**src/rtl/port_rd_xfer.sv**
```systemverilog
// Read-transfer engine for one output port: walks a packet descriptor as
// sequential SRAM reads and tags the returned words with SOP/valid/EOP.
module port_rd_xfer #(
  parameter int ADDR_W = 14,
  parameter int LEN_W  = 10
) (
  input  logic              clk,
  input  logic              rst_n,
  input  logic              pkt_vld,
  output logic              pkt_rdy,
  input  logic [ADDR_W-1:0] pkt_addr,
  input  logic [LEN_W-1:0]  pkt_len,
  input  logic              xfer_pause,
  output logic              sram_rd_en,
  output logic [ADDR_W-1:0] sram_rd_addr,
  input  logic [15:0]       sram_rd_data,
  output logic              xfer_data_vld,
  output logic [15:0]       xfer_data,
  output logic              end_of_packet,
  output logic              ready
);

  typedef enum logic [1:0] {IDLE, READ, DRAIN} state_t;

  state_t            state, state_nxt;
  logic [ADDR_W-1:0] cur_addr;
  logic [LEN_W-1:0]  left;
  logic              first;
  logic              last_rd;

  assign pkt_rdy      = (state == IDLE);
  assign sram_rd_en   = (state == READ) & ~xfer_pause;
  assign sram_rd_addr = cur_addr;
  assign xfer_data    = sram_rd_data;
  assign last_rd      = (left == LEN_W'(1));

  always_comb begin
    state_nxt = state;
    case (state)
      IDLE:    if (pkt_vld && pkt_len != '0) state_nxt = READ;
      READ:    if (sram_rd_en && last_rd)    state_nxt = DRAIN;
      DRAIN:   state_nxt = IDLE;
      default: state_nxt = IDLE;
    endcase
  end

  always_ff @(posedge clk or negedge rst_n) begin
    if (!rst_n) begin
      state         <= IDLE;
      cur_addr      <= '0;
      left          <= '0;
      first         <= 1'b0;
      xfer_data_vld <= 1'b0;
      ready         <= 1'b0;
      end_of_packet <= 1'b0;
    end else begin
      state <= state_nxt;
      // A zero-length descriptor still loads, but never leaves IDLE.
      if (state == IDLE && pkt_vld) begin
        cur_addr <= pkt_addr;
        left     <= pkt_len;
        first    <= 1'b1;
      end else if (sram_rd_en) begin
        cur_addr <= cur_addr + ADDR_W'(1);
        left     <= left - LEN_W'(1);
        first    <= 1'b0;
      end
      // Strobes track the SRAM's one-cycle read latency.
      xfer_data_vld <= sram_rd_en;
      ready         <= sram_rd_en & first;
      end_of_packet <= sram_rd_en & last_rd;
    end
  end

endmodule

```
**config.mk**
```make
export PLATFORM = sky130hd
export DESIGN_NAME = port_rd_xfer
export DESIGN_NICKNAME = d
export VERILOG_FILES = /design/src/rtl/port_rd_xfer.sv
export SDC_FILE = /design/constraint.sdc
export NUM_CORES = 1
export LEC_CHECK = 0
export CAP_MARGIN = 10
export CORE_MARGIN = 2
export CORE_UTILIZATION = 46
export CTS_BUF_LIST = sky130_fd_sc_hd__clkbuf_8
export CTS_CLUSTER_DIAMETER = 30
export DETAILED_ROUTE_END_ITERATION = 7
export PLACE_DENSITY = 0.91
export SLEW_MARGIN = 20
export SYNTH_ARGS = -nofsm -noshare
export SYNTH_HDL_FRONTEND = slang
export SYNTH_SLANG_ARGS = --single-unit
```
**constraint.sdc**
```tcl
create_clock -name clk -period 3.3 [get_ports clk]
set_clock_uncertainty 0.1 [all_clocks]
set_input_delay 0.33 -clock clk [delete_from_list [all_inputs] [get_ports clk]]
set_output_delay 0.33 -clock clk [all_outputs]
set_load 0.01 [all_outputs]
```
* Yosys cells after proc, flatten, opt, wreduce, memory -nomap -nowiden
Cells that the tools add are included.
Word-level totals: flip-flop bits (word level) 30, input port bits 44, word-level logic and storage cells 33
Cells by class: add/sub/neg operators 2, equal/unequal tests 4, muxes and demuxes 9, bitwise operators 4, reduce and logical (&&, ||, !) cells 7
Operators with widths (count):
- 14-bit 2-to-1 mux | 2
- 10-bit 2-to-1 mux | 2
- 14-bit by 1-bit adder with 14-bit output, second input constant | 1
- 10-bit by 1-bit equality test with 1-bit output, second input constant | 1
- 10-bit nonzero test | 1
- 10-bit by 1-bit subtractor with 10-bit output, second input constant | 1
- 2-bit 2-to-1 mux | 2
- 2-bit by 1-bit != test with 1-bit output, second input constant | 2
- 2-bit case mux with 2 select lines | 1
- 1-bit AND | 3
- 1-bit logical AND | 3
- 2-bit by 1-bit equality test with 1-bit output, second input constant | 1
- 2-bit zero test | 1
- 1-bit 2-to-1 mux | 2
- 2-bit AND reduction | 1
- 2-bit nonzero test | 1
- 1-bit inverter | 1

* Longest topological paths before layout
word-level depth 5, mapped depth 7, depth with buffers taken out 6

* Worst setup path after synthesis
Ideal clock, no wire load.
kind register to register, from register state[1], to register cur_addr[13] (netlist: sram_rd_addr[13]), setup time 0.136 ns, arrival time 1.877 ns, required time 3.064 ns, setup slack 1.187 ns, cell stages (with the launch flop) 8, buffers on the path 2, period minus slack after synthesis 2.113 ns, path through dfrtp_1 -> or3b_1 -> buf_2 -> inv_1 -> buf_2 -> nor2_1 -> a22o_1 -> or3b_2
Between the ends: word-level cells in the longest chain between the ends 3, elaborated cells between the ends (all ways) 6
Ends and longest elaborated chain:
- start, declared | RTL line 25 | state_t state, state_nxt;
- start signal, assigned | RTL line 57 | state <= state_nxt;
- 2-bit by 1-bit equality test with 1-bit output | RTL line 32 | assign sram_rd_en = (state == READ) & ~xfer_pause;
- 1-bit AND | RTL line 32
- via sram_rd_en | RTL line 14 | output logic sram_rd_en,
- 2-bit nonzero test (no line)
- end signal, assigned | RTL line 60 | cur_addr <= pkt_addr;
- end signal, assigned | RTL line 64 | cur_addr <= cur_addr + ADDR_W'(1);
- end, declared | RTL line 26 | logic [ADDR_W-1:0] cur_addr;
The timed path passes the listed nets, and every way through them passes these cells. A chain may end at the register's enable or synchronous reset.

* Final worst setup path
from register state[1], to output port sram_rd_en
Between the ends: word-level cells in the longest chain between the ends 2
Ends and longest elaborated chain (RTL line):
- 2-bit by 1-bit equality test with 1-bit output | 32
- 1-bit AND | 32
- end, declared | 14
Every way passes these cells.

==> key figures <==
Yosys
  • EDFF count, synth: 0
  • Syn_area_per_cell: 9.19 um2
  • Seq/Total Area, Yosys: 0.444
  • Ys Warns: 0
  • Synth Cell Area: between 1500 and 2000 um2
  • #FFs+latches synth: 30
  • Synth Instances: 184
  • Post-synth cell types: 34
  • Primary FF master, synth: dfrtp_1
  • Post-synth ARST share: 1.00
  • Syn Nets: 231

Placement
  • Placed instance area: 2090 um2
  • Placed insts: 257
  • DPL Wire Length: between 2000 and 3000 um
  • DP Worst Slack: between 0.7 and 0.8 ns
  • Port Buffers: 46
  • Final GP Congestion: 0.863

Cells and area
  • Most common cell after layout, fill and taps aside: clkdlybuf4s50_1
  • Nets: 263
  • Share of layout cells above drive strength 1: 0.0605
  • Most frequent cells in the layout: 46 x clkdlybuf4s50_1, 30 x dfrtp_1, 26 x nand2_1
  • Layout Cells excl Fill: 263
  • Filler instances: ~310
  • Final core occ: 0.601
  • # diodes: 0
  • Post-route design area: 2170 um2
  • Area delta synth->final: 28.2%

Worst setup path
  • Worst EP required: 2.87 ns
  • Crit end category: output pin
  • Crit path DAT: 2.01 ns
  • Worst Setup Start Kind: register
  • Critical path class: reg -> out
  • Worst Setup SP: state[1]$_DFFE_PN0P_
  • CP max FO: 12
  • Worst reg-to-reg setup slack: 1.06 ns
  • R2R Path End: left[9]$_DFFE_PN0P_
  • Reg2reg path depth: 5
  • CP endpoint: sram_rd_en
  • Reg2reg start: state[1]$_DFFE_PN0P_
  • Worst-path cell chain: or3b_1 > inv_1 > clkdlybuf4s50_1
  • Crit-path max cell delay: slightly above 0.6 ns
  • Slowest library cell on the worst path: clkdlybuf4s50_1

Drt
  • Aggregate routed wire length: 4130 um
  • Via/cell ratio: between 6 and 7
  • Avg WL per Cell: 15.7 um
  • Antenna Nets Post-Route: 0
  • Number of vias in the routed layout: 1581
  • First DRT Iteration DRCs: between 150 and 200
  • # DRC: 0
  • 1st-pass router iterations: 4

STA
  • Final Cycle Share: 0.740
  • Final setup viols: 0
  • Setup Total Neg Slack: 0 ns
  • RSZ-0062 raised after global routing: no
  • Hold slack: roughly 0.34 ns
  • Setup ws final: between 0.8 and 0.9 ns
  • Fmax: 410 MHz
  • Final Slew Violations: 0
  • Worst rel slew slack: 0.714
  • Min Tclk post-route: 2.44 ns
  • Fin. Hold Viols: 0
  • Least-Margin Pin Slew: 0.425 ns

Power
  • Power density cells: ~810 nW/um2
  • Power Internal: 1.09 mW
  • Worst IR drop on VDD: approximately 0.34 mV
  • Leak Pwr: around 0.88 nW
  • Switching portion of total power: 0.383
  • Clk network pwr share: 0.163
  • Power consumption: 1.77 mW
  • Logic gate share of total power: 0.436
  • Net Switching: ~0.68 mW
  • Seq pwr share: 0.401

CTS
  • Post-CTS Setup Inserts: 0
  • Depth of the CTS H-tree: 2
  • Worst-skew pair later-pin latency: 0.28 ns
  • Clk pin slew, worst setup/hold paths: 0.06 ns
  • Cts hold-fix bufs: 0
  • CTS tree: done
  • TritonCTS Sinks: 30
  • Resized Gates After CTS: 0
  • CTS root buffer: clkbuf_8
  • TritonCTS Buffers: 5
  • Clock Path Buffers: 2

Floorplan
  • Chip Height: between 60 and 70 um
  • Total I/O pin count: 79
  • Num rows: 22
  • DIE WIDTH: 64.6 um
  • Starting density of the core: 0.469
  • DIE AREA: 4180 um2
  • Core area: 3610 um2

Global route
  • GR Overflow Total: 0
  • Most Crowded Layer GR: met2
  • Largest net degree at the start of global routing: 31
  • Met3 Use GR: 0.0590
  • Gr usage total: 0.219
  • Number of global-route vias before repair: approximately 1500
  • GR Util met1: 0.293
  • First-pass GRT wire length: 7040 um
  • Global-route met2 utilization: 0.345
  • Initial antenna violation count: 0

Job
  • Max-cap check violation count: 0

Min path
  • Worst hold path class: in -> async

Outcome
  • Status: finished clean
==> power groups by stage <==
| stage | sequential, mW | combinational [mW] | clock [mW] |
|---|---|---|---|
| 6_report | 0.708 | 0.769 | 0.288 |
| 5_1_grt | 0.733 | 0.842 | 0.325 |
| 4_1_cts | 0.704 | 0.771 | 0.296 |
| 3_5_place_dp | 0.708 | 0.762 | 0 |
| 3_3_place_gp | 0.701 | 0.729 | 0 |
| 2_1_floorplan | 0.709 | 0.423 | 0 |
==> metal layers <==
layer | wire, um | up-vias
li1 | - | 734
met1 | 1710 | 750
met3 | 387 | 6
met2 | 1980 | 91
met5 | 0 | -
met4 | 43 | 0
==> critical path, delay by kind of cell (launching register included) <==
kind	cells	cell delay, ns
and+or+nand+nor	1	0.40
buffers and inverters	2	0.91
DFF	1	0.42
==> cells by family (layout without fill, tap and decap cells) <==
group / Yosys count / count (layout) / share of synthesized area
simple gates: 80 / 80 / 0.241
compound gates: 42 / 42 / 0.191
flops: 30 / 30 / 0.444
buf+inv: 29 / 60 / 0.102
fa+ha+maj: 3 / 3 / 0.0222
==> registers in the layout, indices dropped and copies added, names as in the netlist <==
signal,count
first,1
end_of_packet,1
state,2
sram_rd_addr,14
left,10
xfer_data_vld,1
ready,1
==> synth_stat cells (all sizes together) (2+ instances only) <==
| master | instances | area share |
|---|---|---|
| nand3 | 11 | 0.033 |
| nor3 | 8 | 0.024 |
| dfrtp | 30 | 0.44 |
| clkbuf | 6 | 0.014 |
| buf | 18 | 0.077 |
| a221o | 10 | 0.059 |
| o311ai | 6 | 0.031 |
| ha | 3 | 0.022 |
| a22oi | 2 | 0.0089 |
| o211ai | 6 | 0.027 |
| nand4 | 4 | 0.015 |
| nor2 | 9 | 0.020 |
| nand2 | 26 | 0.058 |
| inv | 5 | 0.011 |
| o21ai | 11 | 0.033 |
| or3 | 2 | 0.0074 |
| nor3b | 4 | 0.018 |
| or4 | 4 | 0.018 |
| nor4 | 5 | 0.018 |
| or3b | 3 | 0.016 |
==> worst min-delay path by stage <==
stage                     slack (ns)                       to  depth (start not counted)               from
after floorplan                -0.07  end_of_packet$_DFF_PN0_                          0              rst_n
after global placement          0.35        first$_DFFE_PN0P_                          2  first$_DFFE_PN0P_
after detailed placement        0.37        first$_DFFE_PN0P_                          2  first$_DFFE_PN0P_
after CTS                       0.35     state[0]$_DFFE_PN0P_                          2              rst_n
after global routing            0.37     state[0]$_DFFE_PN0P_                          2              rst_n
final                           0.34     state[0]$_DFFE_PN0P_                          2              rst_n
==> layout make-up <==
cell class	instances	area (um2)	area share
clock buffers	6	82.6	0.0381
inverters	5	18.8	0.00866
multi-input cells	125	773	0.357
flip-flops and latches	30	751	0.346
well taps	48	60.1	0.0277
repair buffers	49	483	0.223
Note: power is estimated with default switching activity, not from simulation.
